[config.mk]
export PLATFORM = sky130hd
export DESIGN_NAME = traffic_ctrl_multi
export DESIGN_NICKNAME = d
export VERILOG_FILES = /design/src/rtl/traffic_ctrl_multi.sv
export SDC_FILE = /design/constraint.sdc
export NUM_CORES = 1
export LEC_CHECK = 0
export CAP_MARGIN = 25
export CORE_UTILIZATION = 57
export CTS_CLUSTER_DIAMETER = 100
export DETAILED_ROUTE_END_ITERATION = 10
export HOLD_SLACK_MARGIN = 0.05
export PLACE_DENSITY = 0.79
export SLEW_MARGIN = 20
export SYNTH_ARGS = -nofsm -noshare
export SYNTH_HDL_FRONTEND = slang
export SYNTH_SLANG_ARGS = --single-unit
[constraint.sdc]
create_clock -name clock -period 8.5 [get_ports clock]
set_input_delay 0.85 -clock clock [delete_from_list [all_inputs] [get_ports clock]]
set_output_delay 0.85 -clock clock [all_outputs]
set_load 0.03 [all_outputs]
[src/rtl/traffic_ctrl_multi.sv]
// Multi-approach signal controller: main road 0 is green by default, side roads 1..N-1
// are latched and served round-robin, and every side-road green returns to the main road.

module traffic_ctrl_lane #(
    parameter int IDX = 0
) (
    input  logic       clock,
    input  logic       clear,
    input  logic       sense,
    input  logic       own,
    input  logic       green,
    input  logic       yellow,
    input  logic       enter,
    output logic       pend,
    output logic [1:0] light
);
    // The main road never latches a request; a road cannot request itself while green.
    always_ff @(posedge clock) begin
        if (clear)
            pend <= 1'b0;
        else if (enter)
            pend <= 1'b0;
        else if ((IDX != 0) && sense && !(green && own))
            pend <= 1'b1;
    end

    always_comb begin
        light = 2'd0;
        if (own) begin
            if (green)
                light = 2'd2;
            else if (yellow)
                light = 2'd1;
        end
    end
endmodule

module traffic_ctrl_multi #(
    parameter int N_ROADS   = 4,
    parameter int Y2R_DELAY = 3,
    parameter int R2G_DELAY = 2,
    parameter int MIN_GREEN = 8,
    parameter int MAX_GREEN = 20,
    parameter int CNT_W     = 8
) (
    input  logic                   clock,
    input  logic                   clear,
    input  logic [N_ROADS-1:0]     x,
    output logic [2*N_ROADS-1:0]   lights,
    output logic [2:0]             active,
    output logic [N_ROADS-1:0]     pending
);
    typedef enum logic [1:0] {S_GREEN, S_YELLOW, S_ALL_RED} state_t;

    localparam logic [CNT_W-1:0] MIN_C = CNT_W'(MIN_GREEN);
    localparam logic [CNT_W-1:0] MAX_C = CNT_W'(MAX_GREEN);
    localparam logic [CNT_W-1:0] Y2R_C = CNT_W'(Y2R_DELAY);
    localparam logic [CNT_W-1:0] R2G_C = CNT_W'(R2G_DELAY);
    localparam logic [CNT_W-1:0] ONE_C = CNT_W'(1);

    state_t             state, state_n;
    logic [CNT_W-1:0]   cnt, cnt_n;
    logic [2:0]         owner, owner_n;
    logic [2:0]         rr, rr_n;
    logic               enter;
    logic [N_ROADS-1:0] own, enter_vec;
    logic               side_req, found;
    int                 idx;

    always_ff @(posedge clock) begin
        if (clear) begin
            state <= S_GREEN;
            cnt   <= ONE_C;
            owner <= 3'd0;
            rr    <= 3'd1;
        end else begin
            state <= state_n;
            cnt   <= cnt_n;
            owner <= owner_n;
            rr    <= rr_n;
        end
    end

    assign side_req = |(x & own);

    always_comb begin
        state_n = state;
        cnt_n   = cnt;
        owner_n = owner;
        rr_n    = rr;
        enter   = 1'b0;
        found   = 1'b0;
        idx     = 0;
        case (state)
            S_GREEN: begin
                if ((owner == 3'd0) ? (cnt >= MIN_C && |pending)
                                    : ((cnt >= MIN_C && !side_req) || cnt == MAX_C)) begin
                    state_n = S_YELLOW;
                    cnt_n   = ONE_C;
                end else if (cnt != MAX_C) begin
                    cnt_n = cnt + ONE_C;
                end
            end
            S_YELLOW: begin
                if (cnt == Y2R_C) begin
                    state_n = S_ALL_RED;
                    cnt_n   = ONE_C;
                end else begin
                    cnt_n = cnt + ONE_C;
                end
            end
            default: begin
                if (cnt == R2G_C) begin
                    state_n = S_GREEN;
                    cnt_n   = ONE_C;
                    enter   = 1'b1;
                    owner_n = 3'd0;
                    // Only a main-road phase hands off to a side road; scan from rr.
                    if (owner == 3'd0) begin
                        for (int k = 0; k < N_ROADS - 1; k++) begin
                            idx = ((int'(rr) - 1 + k) % (N_ROADS - 1)) + 1;
                            if (!found && pending[idx]) begin
                                found   = 1'b1;
                                owner_n = 3'(idx);
                                rr_n    = (idx == N_ROADS - 1) ? 3'd1 : 3'(idx + 1);
                            end
                        end
                    end
                end else begin
                    cnt_n = cnt + ONE_C;
                end
            end
        endcase
    end

    for (genvar i = 0; i < N_ROADS; i++) begin : g_lane
        assign own[i]       = (owner == 3'(i));
        assign enter_vec[i] = enter && (owner_n == 3'(i));
        traffic_ctrl_lane #(.IDX(i)) u_lane (
            .clock  (clock),
            .clear  (clear),
            .sense  (x[i]),
            .own    (own[i]),
            .green  (state == S_GREEN),
            .yellow (state == S_YELLOW),
            .enter  (enter_vec[i]),
            .pend   (pending[i]),
            .light  (lights[2*i+1:2*i])
        );
    end

    assign active = owner;
endmodule
==> flow_metrics.py, run 1 <==
metrics = {
    "power": {
        "cellLeakagePower_uw": 0.001857,
        "power.total_uw": 221.2,
        "worst_ir_drop_vdd_v": 0.0001056,
        "power.density_nw_per_um2": 49.90,
    },
    "logic_synthesis": {
        "ys_seq_elements": 19,
        "yosysSeqAreaShare": 0.09137,
        "post_synth_instance_area_um2": 4163,
        "async_set_or_reset_flop_fraction_in_the_synthesized_netlist": 0,
        "synth.distinct_cells": 88,
        "synth_enable_flop_cells": 0,
        "syn-instance-count": 587,
        "yosys_warnings": 0,
        "synthesis.area_per_instance_um2": 7.092,
        "main_synth_ff_type": "dfxtp_1",
    },
    "clock_network": {
        "clock_latency_ns": 0.26,
        "tritoncts_num_sinks": 19,
        "tritoncts.num_buffers": 3,
        "cts-root-buf": "clkbuf_8",
        "tritoncts": "yes",
        "cts.repair_timing.setup_buffer_count": 0,
        "postCtsResizedCells": 0,
        "number_of_buffers_inserted_for_hold_repair_after_clock_tree_synthesis": 0,
        "ctsHtreeMaxLevel": 1,
        "cts.clk_slew.worst_paths_ns": 0.07,
        "clock_path_buffers": 2,
    },
    "placed_design": {
        "place_area_um2": 4388,
        "number_of_port_buffers": 18,
        "post-dp-hpwl_um": 8062,
        "place.gp.congestion": 0.9159,
    },
    "routing": {
        "detail_route.iter0.violations": 297,
        "drt-vias-per-instance": 6.525,
        "dr_total_vias": 4476,
        "detail_route.wirelength_um": 10580,
        "drt-pass1-iter-count": 5,
        "ant_nets": 0,
        "drc": 0,
        "routed_length_per_instance_um": 15.42,
    },
    "timing": {
        "max_fclk_mhz": 128.7,
        "final-hold-violation-count": 0,
        "final-setup-viol-count": 0,
        "skew_ns": 0.008934,
        "timing.final.crit_share": 0.9144,
        "max_slew_margin": 0.4980,
        "unrepaired_setup_endpoints_after_global_routing": "false",
        "worst-slew-pin-transition_ns": 0.7461,
        "slew_violations": 0,
        "period_minus_slack_ns": 7.772,
        "setup_tns_ns": 0,
        "whs_ns": 0.5356,
    },
    "critical_path": {
        "critical_path_arrival_ns": 7.97,
        "critical_path.most_common_cell": "ha_1",
        "critical_path_peak_fanout": 13,
        "timing.setup.critical_path_class": "register to register",
        "timing.critical_path.from_type": "register",
        "worst_path_largest_cell_delay_ns": 0.45,
        "critPathSlowestCell": "nor2b_1",
        "cp-end-kind": "register",
        "cp_data_required_time_ns": 8.70,
    },
    "global_route": {
        "grt_first_pass_wirelength_um": 17820,
        "global_route.usage.total": 0.2795,
        "grt_max_degree": 37,
        "grt_overflow": 0,
        "first_global_vias": 4032,
        "number_of_antenna_violations_at_the_first_check_in_global_routing": 0,
    },
    "die": {
        "ios": 21,
        "dieArea_um2": 7648,
        "core.rowCount": 30,
        "placeableCoreArea_um2": 6907,
        "initial_core_util": 0.6027,
        "chipWidth_um": 87.46,
        "floorplan.die.height_um": 87.46,
    },
    "finish": {
        "layout.nets": 626,
        "post_route_cells_drive_above_1_share": 0.09153,
        "area.growth.synth_to_final_pct": 6.492,
        "layout_commonest_cell": "nor2_1",
        "antenna-diode-count": 0,
        "layout.cell_area.non_filler_um2": 4433,
        "final_cell_mix": "64 x nor2_1, 41 x nand2_1, 33 x a21oi_1",
    },
    "status": {
        "result_of_the_run": "completed",
    },
    "run": {
        "max_cap_viol_count": 0,
    },
    "worst_hold_path": {
        "worst_hold_path_type": "register to register",
    },
}
-- cell families after synthesis --
logic type                 Yosys count  share of synthesized area
other                                1                  0.0009008
xor gates and xnor gates            40                    0.08957
AOI/OAI and AO/OA                  191                     0.3282
DFF                                 19                    0.09137
buffers and inverters               53                    0.05591
adders and majority gates           29                    0.08717
muxes                               14                    0.03457
and+or+nand+nor                    240                     0.3123
-- synthesized netlist by cell type, types with 6 or more instances --
library cell,count,area (um2)
a211o_1,6,52.55
a211oi_1,9,67.56
a21o_1,9,67.56
a21oi_1,33,165.2
a31oi_1,17,106.4
clkbuf_1,16,60.06
dfxtp_1,19,380.4
ha_1,29,362.9
inv_1,24,90.09
mux2i_1,11,110.1
nand2_1,41,153.9
nand2b_1,13,81.33
nand3_1,22,110.1
nand4_1,6,37.54
nor2_1,64,240.2
nor2b_1,10,62.56
nor3_1,14,70.07
nor4_1,7,43.79
o211ai_1,7,52.55
o21ai_0,31,155.2
or2_2,16,100.1
or3_1,9,56.30
xnor2_1,22,192.7
xor2_1,15,131.4
-- power by group --
part           internal (uW)  total [uW]  switching [uW]
Combinational           22.9        56.5            33.6
Clock                   33.3        64.5            31.2
Sequential              93.4         100            6.74
Total                    150         221            71.5
-- per-stage QoR --
step                  util  cells  setup WS, ns
global route        0.6418    686        0.1751
finish              0.6418    686        0.7278
floorplan                -    588        0.4193
detailed placement  0.6353    682        0.9008
CTS                 0.6418    686        0.8484
global placement    0.6353    682         1.052
-- registers in the layout, summed over array words and instances (netlist names) --
signal,flops
active,3
g_lane.u_lane.pend,3
state,2
rr,3
cnt,8
-- worst paths after layout --
kind / end / cells past startpoint / slack (ns) / start
worst max-delay path: rr[0] / 32 / 0.73 / rr[0]
worst min register to register: cnt[7] / 2 / 0.54 / cnt[7]
worst min-delay path: cnt[7] / 2 / 0.54 / cnt[7]
worst max register to register: rr[0] / 32 / 0.73 / rr[0]
-- worst max-delay path: cells and delay by family (launching register included) --
| family | cells | cell delay (ns) |
|---|---|---|
| AOI/OAI and AO/OA | 11 | 2.44 |
| xor gates and xnor gates | 3 | 0.71 |
| adders and majority gates | 6 | 1.58 |
| buffers and inverters | 4 | 0.70 |
| DFF | 1 | 0.32 |
| and+or+nand+nor | 8 | 1.95 |
-- metal layers --
layer	vias up	part of all wire	track usage
met5	-	0	0
met3	10	0.045	0.02085
met2	136	0.49	0.4993
li1	2226	-	-
met1	2104	0.46	0.3620
met4	0	0.0077	0.06855
-- cell type report --
type                            count  area [um2]
Multi-Input combinational cell    516        3553
Fill cell                         655        2474
Sequential cell                    19       380.4
Timing Repair Buffer               26       240.2
Tap cell                           96       120.1
Inverter                           25       93.84
Clock buffer                        4       45.04
(Power assumes the default switching activity.)
==> run 2, diff against run 1 <==
CAP_MARGIN = 20   (was 25)
CORE_UTILIZATION = 58   (was 57)
CTS_BUF_LIST = sky130_fd_sc_hd__clkbuf_4   (was not set)
PLACE_DENSITY = 0.8   (was 0.79)
==> run 2 against run 1 <==
  * Sequential share of layout area rose by 0.063 points
  * Hold slack improved by 0.015 ns
  * Design area fell by 0.73%
==> flow_metrics.py, run 2 (synthesis gave the netlist of run 1 again) <==
metrics = {
    "global_route": {
        "first_global_vias": 4091,
        "grt_first_pass_wirelength_um": 17990,
        "global_route.usage.total": 0.2840,
        "number_of_antenna_violations_at_the_first_check_in_global_routing": 0,
        "grt_overflow": 0,
        "grt_max_degree": 37,
    },
    "status": {
        "result_of_the_run": "completed",
    },
    "timing": {
        "period_minus_slack_ns": 7.805,
        "final-hold-violation-count": 0,
        "skew_ns": 0.007130,
        "whs_ns": 0.5507,
        "max_fclk_mhz": 128.1,
        "unrepaired_setup_endpoints_after_global_routing": "false",
        "setup_tns_ns": 0,
        "fin_ws_ns": 0.6950,
        "max_slew_margin": 0.5154,
        "worst-slew-pin-transition_ns": 0.7202,
        "slew_violations": 0,
        "timing.final.crit_share": 0.9182,
        "final-setup-viol-count": 0,
    },
    "placed_design": {
        "place.gp.congestion": 0.9383,
        "number_of_port_buffers": 18,
        "post-dp-hpwl_um": 7844,
        "place_ws_ns": 0.8576,
    },
    "routing": {
        "dr.max_layer_used": "met4",
        "routed_length_per_instance_um": 15.41,
        "met2WireLength_um": 5047,
        "drt-pass1-iter-count": 5,
        "drc": 0,
        "detail_route.wirelength.met1_um": 4926,
        "drt-vias-per-instance": 6.496,
        "dr_total_vias": 4443,
        "ant_nets": 0,
        "dr_wl_met3_um": 437,
        "detail_route.wirelength_um": 10540,
        "detail_route.iter0.violations": 344,
    },
    "critical_path": {
        "cp_data_required_time_ns": 8.71,
        "worst_path_dominant_cell_family": "compound AO/OA/AOI/OAI gates",
        "worstRegToRegCells": 28,
        "regToRegStartpoint": "rr[0]",
        "cp_num_buf_inv": 3,
        "regToRegSetupSlack_ns": 0.69,
        "worst_path_largest_cell_delay_ns": 0.58,
        "worst_r2r_endpoint": "rr[0]",
        "critical_path_arrival_ns": 8.02,
        "timing.critical_path.from_type": "register",
        "cp-end-kind": "register",
        "timing.setup.critical_path_class": "register to register",
        "critPathSlowestCell": "a2111oi_1",
        "critical_path_peak_fanout": 13,
        "critical_path.most_common_cell": "ha_1",
    },
    "clock_network": {
        "tritoncts_num_sinks": 19,
        "number_of_buffers_inserted_for_hold_repair_after_clock_tree_synthesis": 0,
        "clock_latency_ns": 0.31,
        "cts.repair_timing.setup_buffer_count": 0,
        "clock_path_buffers": 2,
        "ctsHtreeMaxLevel": 1,
        "cts.clk_slew.worst_paths_ns": 0.11,
        "postCtsResizedCells": 0,
        "tritoncts": "yes",
        "cts-root-buf": "clkbuf_4",
        "tritoncts.num_buffers": 3,
    },
    "worst_hold_path": {
        "source_of_the_worst_hold_timing_path": "cnt[7]",
        "hold_depth": 2,
        "worst_hold_path_type": "register to register",
        "hold-path-endpoint": "cnt[7]",
    },
    "die": {
        "dieArea_um2": 7520,
        "floorplan.die.height_um": 86.72,
        "core.rowCount": 30,
        "initial_core_util": 0.6060,
        "ios": 21,
        "chipWidth_um": 86.72,
        "placeableCoreArea_um2": 6869,
    },
    "finish": {
        "post_route_cells_drive_above_1_share": 0.09014,
        "antenna-diode-count": 0,
        "regMostFlops": "cnt",
        "layout.filler_cells": 606,
        "largest_register_ff_count": 8,
        "area.growth.synth_to_final_pct": 5.711,
        "layout.nets": 624,
        "final_cell_mix": "64 x nor2_1, 41 x nand2_1, 33 x a21oi_1",
        "layout_commonest_cell": "nor2_1",
        "postLayoutCoreUtil": 0.6406,
    },
    "power": {
        "total_switching_power_uw": 70.57,
        "worst_ir_drop_vdd_v": 0.00006116,
        "cellInternalPower_uw": 134.0,
        "sw_frac_of_total": 0.3449,
        "clock_power_share": 0.234,
        "power.sequential.fraction": 0.491,
        "power.total_uw": 204.6,
        "power.density_nw_per_um2": 46.49,
        "pwr-share-comb": 0.275,
        "cellLeakagePower_uw": 0.001841,
    },
    "run": {
        "max_cap_viol_count": 0,
    },
}
run 2: changes by cell type in the layout (fill, tap and decap cells not counted), sizes merged:
| cell | before | now |
|---|---|---|
| buf | 8 | 6 |
| clkbuf | 4 | 3 |
| clkinv | 0 | 1 |
run 2: per-layer routing:
metal,vias up,global-route usage
li1,2220,-
met1,2062,0.3747
met2,146,0.4964
met3,15,0.01905
met4,0,0.08182
met5,-,0
run 2: worst max-delay path by stage:
stage           from               endpoint  slack (ns)  cells past startpoint
2_1_floorplan  rr[0]                  rr[0]        0.42                     35
3_3_place_gp   rr[0]                  rr[0]        1.04                     31
3_5_place_dp   rr[0]                  rr[0]        0.86                     28
4_1_cts        rr[0]                  rr[0]        0.80                     31
5_1_grt        rr[0]  g_lane[3].u_lane.pend        0.17                     30
6_report       rr[0]                  rr[0]        0.69                     28
run 2: final cells by class:
type	instances	area (um2)	area share
clock inverter	1	5.005	0.001137
sequential	19	380.4	0.08644
clock buffer	3	22.52	0.005118
multi-input combinational	516	3553	0.8075
inverter	25	93.84	0.02132
tap	96	120.1	0.02730
timing repair buffer	24	225.2	0.05118
run 2: per-stage QoR:
| step | cell area, um2 | cells |
|---|---|---|
| 6_report | 4400 | 684 |
| 2_1_floorplan | 4167 | 588 |
| 5_1_grt | 4400 | 684 |
| 3_5_place_dp | 4373 | 680 |
| 4_1_cts | 4400 | 684 |
| 3_3_place_gp | 4373 | 680 |
run 2: power by group through the flow:
stage	sequential [uW]	clock [uW]	combinational (uW)
after floorplan	101	0	44.5
after global placement	102	0	54.2
after detailed placement	102	0	55.9
after CTS	100	48.7	56.1
after global routing	101	52.8	62.7
final	100	47.9	56.3
run 2: worst reg2reg max path, delay by kind of cell, from the launching register on:
family	cells	cell delay [ns]
compound gates	8	2.40
xor+xnor	1	0.24
fa+ha+maj	6	1.75
buf+inv	3	0.52
flops	1	0.34
mux	2	0.46
simple gates	8	2.00
==> run 3, diff against run 2 <==
CTS_BUF_LIST = sky130_fd_sc_hd__clkbuf_2 sky130_fd_sc_hd__clkbuf_4 sky130_fd_sc_hd__clkbuf_8   (was sky130_fd_sc_hd__clkbuf_4)
RECOVER_POWER = 50   (was not set)
REMOVE_ABC_BUFFERS = 1   (was not set)
==> run 3 against run 2 <==
  * Total power grew 8.7%
  * Largest cell class unchanged
  * Largest power group unchanged
  * Clock-buffer cell count is the same
  * Clock skew shrank 0.0045 ns
  * Critical path depth grew 5
  * Die area is the same
  * Design area grew 0.77%
  * Routed wire length grew 1.8%
==> flow_metrics.py, run 3 (synthesis gave the netlist of run 1 again) <==
metrics = {
    "status": {
        "result_of_the_run": "completed",
    },
    "clock_network": {
        "clock_path_buffers": 2,
        "cts-root-buf": "clkbuf_8",
        "number_of_buffers_inserted_for_hold_repair_after_clock_tree_synthesis": 0,
        "cts.repair_timing.setup_buffer_count": 0,
        "ctsHtreeMaxLevel": 1,
        "tritoncts_num_sinks": 19,
        "tritoncts.num_buffers": 3,
        "postCtsResizedCells": 0,
        "tritoncts": "yes",
        "cts.clk_slew.worst_paths_ns": 0.07,
        "clock_latency_ns": 0.26,
    },
    "power": {
        "total_switching_power_uw": 73.71,
        "worst_ir_drop_vdd_v": 0.00005936,
        "sw_frac_of_total": 0.3315,
        "clock_power_share": 0.287,
        "cellInternalPower_uw": 148.7,
        "cellLeakagePower_uw": 0.001875,
        "power.density_nw_per_um2": 50.15,
        "power.sequential.fraction": 0.452,
        "pwr-share-comb": 0.261,
    },
    "finish": {
        "final_cell_mix": "64 x nor2_1, 41 x nand2_1, 33 x a21oi_1",
        "post_route_cells_drive_above_1_share": 0.09322,
        "largest_register_ff_count": 8,
        "layout.nets": 626,
        "postLayoutCoreUtil": 0.6455,
        "layout.cell_area.non_filler_um2": 4434,
        "layout_commonest_cell": "nor2_1",
        "regMostFlops": "cnt",
        "area.growth.synth_to_final_pct": 6.522,
        "antenna-diode-count": 0,
    },
    "routing": {
        "detail_route.iter0.violations": 260,
        "drc": 0,
        "drt-pass1-iter-count": 5,
        "dr_total_vias": 4509,
        "ant_nets": 0,
        "detail_route.wirelength_um": 10730,
        "routed_length_per_instance_um": 15.65,
        "drt-vias-per-instance": 6.573,
    },
    "critical_path": {
        "cp_num_buf_inv": 4,
        "cp_data_required_time_ns": 8.70,
        "critical_path_arrival_ns": 7.90,
        "critPathSlowestCell": "ha_1",
        "critical_path_peak_fanout": 11,
        "critical_path.most_common_cell": "ha_1",
        "timing.critical_path.from_type": "register",
        "timing.setup.critical_path_class": "register to register",
        "worst_path_largest_cell_delay_ns": 0.43,
        "worst_path_dominant_cell_family": "compound AO/OA/AOI/OAI gates",
        "cp-end-kind": "register",
    },
    "placed_design": {
        "post-dp-hpwl_um": 8315,
        "place.gp.congestion": 0.9547,
        "number_of_port_buffers": 18,
        "place_area_um2": 4388,
    },
    "global_route": {
        "grt_max_degree": 37,
        "number_of_antenna_violations_at_the_first_check_in_global_routing": 0,
        "grt_first_pass_wirelength_um": 18330,
        "grt_overflow": 0,
        "global_route.usage.total": 0.2901,
        "first_global_vias": 4047,
    },
    "run": {
        "max_cap_viol_count": 0,
    },
    "timing": {
        "final-setup-viol-count": 0,
        "setup_tns_ns": 0,
        "skew_ns": 0.002654,
        "max_slew_margin": 0.4766,
        "worst-slew-pin-transition_ns": 0.7779,
        "whs_ns": 0.5571,
        "unrepaired_setup_endpoints_after_global_routing": "false",
        "slew_violations": 0,
        "period_minus_slack_ns": 7.702,
        "final-hold-violation-count": 0,
        "timing.final.crit_share": 0.9061,
        "max_fclk_mhz": 129.8,
    },
    "die": {
        "core.rowCount": 30,
        "initial_core_util": 0.6060,
        "ios": 21,
        "chipWidth_um": 86.72,
        "floorplan.die.height_um": 86.72,
        "dieArea_um2": 7520,
        "placeableCoreArea_um2": 6869,
    },
    "worst_hold_path": {
        "worst_hold_path_type": "register to register",
    },
}
run 3: changes by cell type in the layout (fill, tap and decap cells not counted):
cell / change
buf_4: +2
clkbuf_4: -3
clkbuf_8: +3
dlygate4sd3_1: +7
clkdlybuf4s50_1: -7
run 3: final cells by class:
type                            count  area (um2)
Sequential cell                    19       380.4
Fill cell                         619        2435
Tap cell                           96       120.1
Timing Repair Buffer               26       240.2
Clock buffer                        3       41.29
Inverter                           25       93.84
Multi-Input combinational cell    516        3553
Clock inverter                      1       5.005
run 3: worst paths after layout:
| check | from | slack, ns | to | cells after the start |
|---|---|---|---|---|
| max | rr[1] | 0.80 | rr[0] | 33 |
| min reg2reg | g_lane[3].u_lane.pend | 0.56 | g_lane[3].u_lane.pend | 2 |
| max reg2reg | rr[1] | 0.80 | rr[0] | 33 |
| min | g_lane[3].u_lane.pend | 0.56 | g_lane[3].u_lane.pend | 2 |
run 3: per-stage QoR:
stage                     cells  total power (uW)  setup slack [ns]
final                       686             222.4            0.7980
after CTS                   686             221.6            0.8856
after detailed placement    682             159.0            0.9256
after global routing        686             234.8            0.1163
after floorplan             560             142.5            0.4558
after global placement      682             157.7             1.119
run 3: layer usage:
layer | track usage | part of all wire | vias up
li1 | - | - | 2222
met1 | 0.4089 | 0.47 | 2118
met2 | 0.4942 | 0.47 | 167
met3 | 0.02381 | 0.058 | 2
met4 | 0.03485 | 0.00075 | 0
met5 | 0 | 0 | -
run 3: tightest hold or removal path: stages, from the launching register on:
cell and delay, ns:
dfxtp_1 0.36, inv_1 0.08, a221oi_1 0.07
run 3: power groups by stage:
stage	combinational, uW	clock, uW	sequential, uW
6_report	58.1	63.7	101
5_1_grt	63.8	69.7	101
4_1_cts	57.3	63.9	100
3_5_place_dp	56.6	0	102
3_3_place_gp	55.2	0	102
2_1_floorplan	39.8	0	103
